--- src/rtl/spi_pkg.sv ---
// Shared types and constants for the SPI responder receive path.
package spi_pkg;

    // SPI mode 0: SCLK idles low, data is sampled on the rising edge.
    localparam logic Cpol = 1'b0;
    localparam logic Cpha = 1'b0;

    typedef enum logic [1:0] {
        OpHold  = 2'b00,
        OpShift = 2'b01,
        OpClear = 2'b10
    } sipo_op_e;

    typedef enum logic [0:0] {
        StIdle  = 1'b0,
        StShift = 1'b1
    } rx_state_e;

endpackage

--- src/rtl/spi_slave_rx_sipo.sv ---
// Serial-in/parallel-out register, MSB first; mirrors the transmit-side PISO.
module sipo_reg
    import spi_pkg::*;
#(
    parameter int unsigned Width = 8
) (
    input  logic             clk_i,
    input  logic             rst_ni,
    input  logic             din_i,
    input  logic [1:0]       op_i,
    output logic [Width-1:0] dout_o
);

    logic [Width-1:0] sr_d, sr_q;

    always_comb begin
        sr_d = sr_q;
        case (op_i)
            OpShift: sr_d = {sr_q[Width-2:0], din_i};
            OpClear: sr_d = '0;
            default: sr_d = sr_q;
        endcase
    end

    always_ff @(posedge clk_i) begin
        if (!rst_ni) begin
            sr_q <= '0;
        end else begin
            sr_q <= sr_d;
        end
    end

    assign dout_o = sr_q;

endmodule

--- src/rtl/spi_slave_rx.sv ---
// SPI mode-0 responder receiver: oversampled pins, word assembly, valid and framing-error pulses.
module spi_slave_rx
    import spi_pkg::*;
#(
    parameter int unsigned Width      = 8,
    parameter int unsigned SyncStages = 2
) (
    input  logic             clk_i,
    input  logic             rst_ni,
    input  logic             sclk_i,
    input  logic             cs_ni,
    input  logic             mosi_i,
    output logic [Width-1:0] dout_o,
    output logic             valid_o,
    output logic             busy_o,
    output logic             frm_err_o
);

    localparam int unsigned CntW = $clog2(Width);
    localparam logic [CntW-1:0] LastBit = CntW'(Width - 1);

    logic [SyncStages-1:0] sclk_sync_q, cs_sync_q, mosi_sync_q, primed_q;
    logic                  sclk_prev_q;
    logic                  sclk_s, cs_s, mosi_s, primed, sample;

    rx_state_e        state_d, state_q;
    logic [CntW-1:0]  cnt_d, cnt_q;
    logic [Width-1:0] dout_d, dout_q;
    logic             valid_d, valid_q;
    logic             err_d, err_q;
    logic             armed_d, armed_q;
    logic [1:0]       sr_op;
    logic [Width-1:0] sr;
    logic [Width-1:0] word;

    assign sclk_s = sclk_sync_q[SyncStages-1];
    assign cs_s   = cs_sync_q[SyncStages-1];
    assign mosi_s = mosi_sync_q[SyncStages-1];
    // Synced CS only reflects the pin once the chain has refilled after reset.
    assign primed = primed_q[SyncStages-1];
    assign sample = (sclk_s ^ sclk_prev_q) & (sclk_s ^ Cpol ^ Cpha);
    assign word   = {sr[Width-2:0], mosi_s};

    always_comb begin
        state_d = state_q;
        cnt_d   = cnt_q;
        dout_d  = dout_q;
        valid_d = 1'b0;
        err_d   = 1'b0;
        armed_d = armed_q;
        sr_op   = OpHold;
        unique case (state_q)
            StIdle: begin
                sr_op = OpClear;
                cnt_d = '0;
                if (primed && cs_s) begin
                    armed_d = 1'b1;
                end
                if (armed_q && !cs_s) begin
                    state_d = StShift;
                    armed_d = 1'b0;
                end
            end
            StShift: begin
                if (sample) begin
                    sr_op = OpShift;
                    if (cnt_q == LastBit) begin
                        dout_d  = word;
                        valid_d = 1'b1;
                        cnt_d   = '0;
                    end else begin
                        cnt_d = cnt_q + 1'b1;
                    end
                end
                if (cs_s) begin
                    // A rise in the same cycle is counted before the partial-word check.
                    err_d   = sample ? (cnt_q != LastBit) : (cnt_q != '0);
                    state_d = StIdle;
                    cnt_d   = '0;
                    armed_d = 1'b1;
                end
            end
            default: state_d = StIdle;
        endcase
    end

    always_ff @(posedge clk_i) begin
        if (!rst_ni) begin
            sclk_sync_q <= {SyncStages{Cpol}};
            cs_sync_q   <= '1;
            mosi_sync_q <= '0;
            primed_q    <= '0;
            sclk_prev_q <= Cpol;
            state_q     <= StIdle;
            cnt_q       <= '0;
            dout_q      <= '0;
            valid_q     <= 1'b0;
            err_q       <= 1'b0;
            armed_q     <= 1'b0;
        end else begin
            sclk_sync_q <= {sclk_sync_q[SyncStages-2:0], sclk_i};
            cs_sync_q   <= {cs_sync_q[SyncStages-2:0], cs_ni};
            mosi_sync_q <= {mosi_sync_q[SyncStages-2:0], mosi_i};
            primed_q    <= {primed_q[SyncStages-2:0], 1'b1};
            sclk_prev_q <= sclk_s;
            state_q     <= state_d;
            cnt_q       <= cnt_d;
            dout_q      <= dout_d;
            valid_q     <= valid_d;
            err_q       <= err_d;
            armed_q     <= armed_d;
        end
    end

    sipo_reg #(
        .Width (Width)
    ) u_sipo (
        .clk_i  (clk_i),
        .rst_ni (rst_ni),
        .din_i  (mosi_s),
        .op_i   (sr_op),
        .dout_o (sr)
    );

    assign dout_o    = dout_q;
    assign valid_o   = valid_q;
    assign busy_o    = (state_q == StShift);
    assign frm_err_o = err_q;

endmodule

--- config.mk ---
export PLATFORM = sky130hd
export DESIGN_NAME = spi_slave_rx
export DESIGN_NICKNAME = d
export VERILOG_FILES = /design/src/rtl/spi_pkg.sv /design/src/rtl/spi_slave_rx_sipo.sv /design/src/rtl/spi_slave_rx.sv
export SDC_FILE = /design/constraint.sdc
export NUM_CORES = 1
export LEC_CHECK = 0
export BUFFER_PORTS_ARGS = -buffer_cell sky130_fd_sc_hd__clkbuf_2
export CAP_MARGIN = 25
export CORE_ASPECT_RATIO = 1.4
export CORE_MARGIN = 8
export CORE_UTILIZATION = 41
export DETAILED_ROUTE_END_ITERATION = 10
export MAX_ROUTING_LAYER = met4
export PLACE_DENSITY = 0.7
export SETUP_SLACK_MARGIN = 0.15
export SYNTH_ARGS = -nofsm -noshare
export SYNTH_HDL_FRONTEND = slang
export SYNTH_SLANG_ARGS = --single-unit
--- constraint.sdc ---
create_clock -name clk_i -period 1.58 [get_ports clk_i]
set_input_delay 0.316 -clock clk_i [delete_from_list [all_inputs] [get_ports clk_i]]
set_output_delay 0.316 -clock clk_i [all_outputs]
set_load 0.02 [all_outputs]
# == Yosys cells after proc, flatten, opt, wreduce, memory -nomap -nowiden ==
# Index checks and enable logic that the tools add are counted.
# op_classes
n_mux,17
add_sub_neg,1
reduce_logical,9
n_eq_ne,7
bitwise,3
# op_table
operator,n
one-hot mux 7 bit (2 select lines),1
2-to-1 mux 1 bit,9
2-to-1 mux 3 bit,3
!= test 3 bit (second input constant),3
AND reduction 3 bit,3
one-hot mux 3 bit (2 select lines),1
one-hot mux 1 bit (2 select lines),2
one-hot mux 2 bit (2 select lines),1
adder 3 x 1 -> 3 bit (second input constant),1
equality test 3 bit (second input constant),1
nonzero test 3 bit,1
equality test 2 x 1 -> 1 bit (second input constant),1
equality test 2 bit (second input constant),1
logical AND 1 bit,2
!= test 2 bit (second input constant),1
AND reduction 2 bit,1
nonzero test 2 bit,1
AND 1 bit,1
zero test 1 bit,1
NOT 1 bit,1
XOR 1 bit,1
# totals
output_inout_bits,11
ff_bits,31

# == Logic depth before layout (Yosys ltp) ==
# Gate-level depths: netlist (run 1).
# logic_depth
word_depth,6
depth_mapped,6
depth_no_buf,5

# == Modules after synthesis ==
# Synthesis (run 1) repeated with hierarchy kept, for this count alone.
# unflattened
cells_unflattened,125
area_unflattened_um2,1282.5
# by_module_without_submodules
mod,cells_per_inst,instances,area_per_inst_um2
spi_slave_rx,88,1,914.6
sipo_reg,37,1,367.9

# == Worst setup path after synthesis (run 1) ==
# No wires, ideal clock.
# synth_timing
path_type,register -> register
startpoint,reg cnt_q[0]
endpoint,reg dout_q[5] (netlist: dout_o[5])
slack_ns,0.326
stages_incl_launch_ff,7
synth_period_minus_slack_ns,1.254
setup_ns,0.115
arrival_time_ns,1.139
cell_sequence,dfxtp_1 ha_1 ha_1 nand4b_4 buf_6 nand3_2 o21ai_2
# synth_between
elab_chain_len,2
# synth_rtl
item,line,text
"start, declared",spi_slave_rx.sv:27,"logic [CntW-1:0] cnt_d, cnt_q;"
"start signal, assigned",spi_slave_rx.sv:107,cnt_q <= cnt_d;
equality test 3 bit,spi_slave_rx.sv:67,if (cnt_q == LastBit) begin
AND reduction 3 bit (no line),--,
"end signal, assigned",spi_slave_rx.sv:108,dout_q <= dout_d;
"end, declared",spi_slave_rx.sv:28,"logic [Width-1:0] dout_d, dout_q;"
# Every way passes these cells.
# A chain may end at the register's enable or synchronous reset.

# == Final worst setup path (run 1) ==
# layout_timing
startpoint,reg cnt_q[0]
endpoint,reg cnt_q[0]
# layout_between
elab_chain_len,5
# layout_rtl
item,line,text
adder 3 x 1 -> 3 bit or equality test 3 bit (tied branches),"spi_slave_rx.sv:72, spi_slave_rx.sv:67",
2-to-1 mux 3 bit (*),spi_slave_rx.sv:67,
2-to-1 mux 3 bit (*),spi_slave_rx.sv:65,if (sample) begin
2-to-1 mux 3 bit (*),spi_slave_rx.sv:75,if (cs_s) begin
one-hot mux 3 bit (2 select lines) (*),spi_slave_rx.sv:52,unique case (state_q)
# Mark *: on every way between the ends. The rest lies on a longest branch, timed or not. The select of a mux whose other input is x is not followed.

==> results of run 1 <==
[final timing paths]
path | from | endpoint | slack, ns | depth (start not counted)
min reg2reg | cs_sync_q[0] | cs_sync_q[1] | 0.41 | 1
max | cnt_q[0] | cnt_q[0] | 0.23 | 4
min | cs_ni | cs_sync_q[0] | 0.18 | 2
max reg2reg | cnt_q[0] | cnt_q[0] | 0.23 | 4
[state kept, by name (all words and copies together) (netlist names), 2 cells and up]
signal	count
sclk_sync_q	2
mosi_sync_q	2
dout_o	8
cnt_q	3
cs_sync_q	2
u_sipo.dout_o	7
primed_q	2
[layout make-up]
type	count	area share
flip-flops and latches	31	0.476
multi-input cells	79	0.349
repair buffers	19	0.0898
well taps	36	0.0344
clock buffers	5	0.0287
clock inverters	3	0.0115
inverters	4	0.0115
[where the power goes]
part            total, W  switching [W]  internal (W)
Clock           0.000427       0.000261      0.000165
Combinational  0.0000404      0.0000243     0.0000162
Sequential      0.000799     0.00000587      0.000793
Total            0.00127       0.000292      0.000975
[cells by family after synthesis]
| logic type | Yosys count |
|---|---|
| AND/OR/NAND/NOR | 54 |
| flip-flops | 31 |
| AO/OA/AOI/OAI | 22 |
| buffers and inverters | 10 |
| adder cells (fa/ha/maj) | 3 |
[layer usage]
metal  vias up  wire length [um]
li1        435                 -
met1       395               887
met2        17              1030
met3         4                90
met4         0                29
met5         -                 0
[critical path: stages, from the launching register on]
cell and delay [ns]:
sky130_fd_sc_hd__dfxtp_2 0.34, sky130_fd_sc_hd__ha_1 0.20, sky130_fd_sc_hd__ha_1 0.23, sky130_fd_sc_hd__or3_1 0.37, sky130_fd_sc_hd__a21oi_1 0.13
[per-stage QoR]
stage | util | power [W] | hold WS, ns | std cells
after global placement | 0.467 | 0.000856 | 0.389 | 168
after CTS | 0.495 | 0.00129 | 0.161 | 177
after global routing | 0.496 | 0.00132 | 0.178 | 177
final | 0.496 | 0.00127 | 0.180 | 177
after detailed placement | 0.467 | 0.000858 | 0.416 | 168
after floorplan | - | 0.000847 | 0.344 | 120
[timing repair]
action,4_1_cts,5_1_grt
pin swaps,1,0
setup endpoints to repair,8,8
setup buffers,1,0
resized for setup,0,2
[placed cells by master (no fill, tap or decap), drive strengths merged, types with 2 or more instances in the layout]
master and instances:
dfxtp 31, nand2 28, clkbuf 20, a21oi 11
o21ai 10, nand3 9, and2 6, inv 4
buf 4, nand2b 3, ha 3, clkinv 3
nor2 2
==> impl_metrics.yaml, run 1 <==
logic_synthesis:
  synth.cells.most_frequent: "sky130_fd_sc_hd__dfxtp_1 (31), sky130_fd_sc_hd__nand2_1 (28), sky130_fd_sc_hd__a21oi_1 (11)"
  yosys-mux-area-fraction: 0
  syn-num-nets: 128
  combinational_family_with_the_most_area_after_synthesis: "simple AND/OR/NAND/NOR gates"
  avgSynthCellArea_um2: 9.47
  syn-instance-count: 120
  postSynth.topFlopCell: "sky130_fd_sc_hd__dfxtp_1"
  synth-xor-area-share: 0
  post_synth_num_cell_types: 23
  yosysMostFrequentCell: "sky130_fd_sc_hd__dfxtp_1"
  seq_area_frac_synth: 0.546
  netlist_area_um2: 1140
  yosysWarningCount: 0
  ys_async_sr_fraction: 0
  post_synth_fa_ha_maj_area_fraction: 0.0330
  synth-compound-area-share: 0.126
  synth_top_cell_by_area: "sky130_fd_sc_hd__dfxtp_1"
  post_synth_edffs: 0
  synth_top_cell_area_share: 0.546
  yosys-top-cells-area: "sky130_fd_sc_hd__dfxtp_1 (55%), sky130_fd_sc_hd__nand2_1 (9.3%), sky130_fd_sc_hd__o21ai_2 (6.2%)"
  ys_seq_elements: 31
  synthSimpleGateAreaFrac: 0.243
timing:
  max_freq_mhz: 739
  rsz_0062_raised_after_global_routing: "true"
  finalCritPeriodShare: 0.857
  finalSetupTns_ns: 0
  timing.max_slew.rel_slack: 0.741
  postLayoutSetupSlackWorst_ns: 0.227
  slew_violations: 0
  fin_skew_ns: 0.0160
  report.final.setup_viol: 0
  timing_worst_slew_pin_value_ns: 0.388
  hold_viol: 0
  layout_min_cycle_time_ns: 1.35
setup_path:
  setup.worst_path.start_class: "flip-flop"
  critPathCaptureType: "flip-flop"
  path_class: "flip-flop to flip-flop"
  cp.arrival_ns: 1.60
  required_ns: 1.83
  path_max_fanout: 4
cts:
  tritoncts.num_buffers: 5
  buffers_from_clock_root_to_sink_at_most: 2
  clk-insertion-delay-late_ns: 0.33
  tritoncts: "done"
  clock_sink_count: 31
  cts.root.buffer_cell: "sky130_fd_sc_hd__clkbuf_4"
  cts.reportedPaths.clkPinSlew_ns: 0.09
  cts_hold_repair.buffers: 0
  cts-htree-levels: 2
floorplan:
  fp.dieArea_um2: 4740
  std_cell_core_area_um2: 2640
  effective_utilization_at_floorplan: 0.430
  die_width_um: 60.5
  placement_rows: 22
  fp.dieH_um: 78.3
  io-pin-count: 16
global_routing:
  grt_use_met3: 0.0457
  grt_max_degree: 18
  use_met2: 0.160
  grt_first_pass_wirelength_mm: 3.68
  gr-max-usage-layer: "met2"
  grt_pass1_vias: 870
  use_met1: 0.108
  globalRouteTotalUtil: 0.105
  grt_overflow: 0
  grt_antenna_before_repair: 0
place:
  buffers_on_ports: 15
  detailed_place.area_um2: 1230
  dpl.hpwl_mm: 1.44
  pre_cts_slack_ns: 0.0948
  gp_routability_congestion: 0.721
status:
  status: "completed"
finish:
  multi_input_area_um2: 457
  antennaDiodeCount: 0
  seq_area_um2: 623
  design_area_um2: 1310
  syn_to_final_growth_pct: 15.3
  share_of_post_route_cells_with_drive_strength_above_1: 0.277
  fill_cells: 267
  nNetsFinal: 148
detailed_routing:
  drt-wirelength-per-cell_um: 11.5
  detail_route.iter0.violations: 23
  vias_per_cell: 4.81
  num_vias: 851
  dr.pass1.iters: 4
  postRouteAntennaNets: 0
  post-route-drc-count: 0
  detail_route.wirelength_mm: 2.04
pwr:
  p_per_area_nw_per_um2: 967
  static-leakage-power_nw: 0.529
  worst_ir_drop_vdd_v: 0.000574
worst_hold_path:
  hold_path.class: "primary input to flip-flop"
job:
  drv_cap: 0
Note: power is estimated with default switching activity, not from simulation.
==> run 2: changes to the inputs <==
--- a/config.mk
+++ b/config.mk
@@ -9,10 +9,11 @@
 export CAP_MARGIN = 25
 export CORE_ASPECT_RATIO = 1.4
 export CORE_MARGIN = 8
-export CORE_UTILIZATION = 41
+export CORE_UTILIZATION = 30
 export DETAILED_ROUTE_END_ITERATION = 10
 export MAX_ROUTING_LAYER = met4
-export PLACE_DENSITY = 0.7
+export PLACE_DENSITY = 0.57
+export RECOVER_POWER = 25
 export SETUP_SLACK_MARGIN = 0.15
 export SYNTH_ARGS = -nofsm -noshare
 export SYNTH_HDL_FRONTEND = slang
==> run 2 against run 1 <==
Compared with the run above: first-iteration DRC count decreased by 17%; combinational power decreased by 2%; worst setup slack improved by 0.0066 ns; utilization decreased by 11 points; sequential cell count unchanged; sequential power about the same; cell count increased by 3.4%; critical endpoint is now dout_o[0].
==> impl_metrics.yaml, run 2 (synthesis gave the netlist of run 1 again) <==
detailed_routing:
  post-route-drc-count: 0
  num_vias: 841
  dr.pass1.iters: 4
  detail_route.iter0.violations: 19
  detail_route.wirelength_mm: 2.23
  vias_per_cell: 4.60
  postRouteAntennaNets: 0
  drt-wirelength-per-cell_um: 12.2
pwr:
  cellInternalPower_w: 0.00144
  clock_power_share: 0.521
  worst_ir_drop_vdd_v: 0.000839
  seq_power_share: 0.456
  p_comb_frac: 0.023
  static-leakage-power_nw: 0.550
  p_per_area_nw_per_um2: 1260
  p_sw_w: 0.000313
  power_switching_share: 0.179
finish:
  syn_to_final_growth_pct: 22.9
  seq_area_um2: 621
  finish.utilization: 0.383
  multi_input_area_um2: 459
  design_area_um2: 1400
  antennaDiodeCount: 0
  fill_cells: 390
  nNetsFinal: 148
  final_common_cell: "sky130_fd_sc_hd__dfxtp_1"
  number_of_flip_flops_under_the_largest_register_name: 8
  instances_no_fill: 183
  mostFrequentLayoutCells: "sky130_fd_sc_hd__dfxtp_1 (31), sky130_fd_sc_hd__nand2_1 (28), sky130_fd_sc_hd__clkbuf_2 (14)"
  share_of_post_route_cells_with_drive_strength_above_1: 0.255
floorplan:
  fp.dieArea_um2: 6040
  effective_utilization_at_floorplan: 0.312
  fp.dieH_um: 88.8
  die_width_um: 68.0
  std_cell_core_area_um2: 3640
  io-pin-count: 16
  placement_rows: 26
setup_path:
  critPathCaptureType: "flip-flop"
  cp.arrival_ns: 1.52
  path_class: "flip-flop to flip-flop"
  setup.worst_path.start_class: "flip-flop"
  required_ns: 1.75
  path_max_fanout: 16
place:
  buffers_on_ports: 15
  dpl.cell_count: 174
  pre_cts_slack_ns: 0.0844
  dpl.hpwl_mm: 1.59
  gp_routability_congestion: 0.764
  detailed_place.area_um2: 1240
timing:
  max_freq_mhz: 742
  postLayoutSetupSlackWorst_ns: 0.233
  slew_violations: 0
  fin_skew_ns: 0.00730
  timing.max_slew.rel_slack: 0.412
  finalSetupTns_ns: 0
  timing_worst_slew_pin_value_ns: 0.883
  rsz_0062_raised_after_global_routing: "false"
  layout_min_cycle_time_ns: 1.35
  report.final.setup_viol: 0
  hold_viol: 0
  finalCritPeriodShare: 0.852
cts:
  cts_hold_repair.buffers: 0
  cts-htree-levels: 2
  cts.root.buffer_cell: "sky130_fd_sc_hd__clkbuf_8"
  tritoncts: "done"
  tritoncts.num_buffers: 5
  cts.reportedPaths.clkPinSlew_ns: 0.07
  clk-insertion-delay-late_ns: 0.28
  clock_sink_count: 31
  buffers_from_clock_root_to_sink_at_most: 2
job:
  drv_cap: 0
global_routing:
  globalRouteTotalUtil: 0.0867
  grt_antenna_before_repair: 0
  grt_first_pass_wirelength_mm: 3.80
  grt_overflow: 0
  grt_pass1_vias: 876
  grt_max_degree: 26
status:
  status: "completed"
worst_hold_path:
  hold_path.class: "primary input to flip-flop"
==> run 2: cell types whose count changed in the layout (fill, tap and decap cells not counted), moves of 2 or more <==
| cell | previous run | this run |
|---|---|---|
| sky130_fd_sc_hd__and2_1 | 6 | 3 |
| sky130_fd_sc_hd__clkbuf_1 | 0 | 2 |
| sky130_fd_sc_hd__clkbuf_8 | 0 | 5 |
| sky130_fd_sc_hd__dfxtp_2 | 2 | 0 |
| sky130_fd_sc_hd__and2_0 | 0 | 3 |
| sky130_fd_sc_hd__bufinv_16 | 0 | 2 |
| sky130_fd_sc_hd__dfxtp_1 | 29 | 31 |
| sky130_fd_sc_hd__clkinv_2 | 3 | 0 |
| sky130_fd_sc_hd__clkbuf_4 | 5 | 0 |
==> run 2: metrics by stage <==
| stage | hold slack, ns | power, W |
|---|---|---|
| final | 0.220 | 0.00175 |
| after CTS | 0.206 | 0.00178 |
| after floorplan | 0.344 | 0.000847 |
| after global placement | 0.390 | 0.000856 |
| after detailed placement | 0.399 | 0.000858 |
| after global routing | 0.204 | 0.00183 |
==> run 2: power groups by stage <==
stage / Clock, W / Combinational, W / Sequential (W)
after floorplan: 0 / 0.0000309 / 0.000816
after global placement: 0 / 0.0000386 / 0.000817
after detailed placement: 0 / 0.0000400 / 0.000818
after CTS: 0.000944 / 0.0000403 / 0.000800
after global routing: 0.000979 / 0.0000452 / 0.000801
final: 0.000914 / 0.0000395 / 0.000800
==> run 2: final cells by class <==
cell class,instances,area share
clock buffer,6,0.0520
clock inverter,2,0.0430
inverter,4,0.0108
multi-input combinational,79,0.329
sequential,31,0.444
tap,42,0.0376
timing repair buffer,19,0.0833
==> run 2: path summary, 6_finish.rpt <==
path                startpoint            to  slack (ns)  cells past startpoint
hold / removal           cs_ni  cs_sync_q[0]        0.22                      2
hold reg to reg   cs_sync_q[0]  cs_sync_q[1]        0.41                      1
setup / recovery      cnt_q[0]     dout_o[0]        0.23                      6
setup reg to reg      cnt_q[0]     dout_o[0]        0.23                      6
==> run 2: layer usage <==
layer	routed length [um]	vias to the layer above	global-route usage	part of all wire
met3	129	4	0.0355	0.058
met5	0	-	-	0
met2	1110	19	0.144	0.50
met4	30	0	0.0505	0.013
met1	959	387	0.0816	0.43
li1	-	431	-	-
==> run 2: what timing repair did <==
action / 4_1_cts / 5_1_grt
pin swaps: 1 / 0
setup buffers: 1 / 0
gates resized for setup: 0 / 1
hold endpoints to repair: 0 / 0
setup endpoints to repair: 8 / 7
==> run 2: critical path, stage by stage (launching register included) <==
cell and delay, ns:
sky130_fd_sc_hd__dfxtp_1 0.37, sky130_fd_sc_hd__ha_1 0.17, sky130_fd_sc_hd__ha_2 0.23, sky130_fd_sc_hd__nand4b_4 0.13
sky130_fd_sc_hd__buf_12 0.18, sky130_fd_sc_hd__nand3_1 0.09, sky130_fd_sc_hd__o21ai_2 0.07
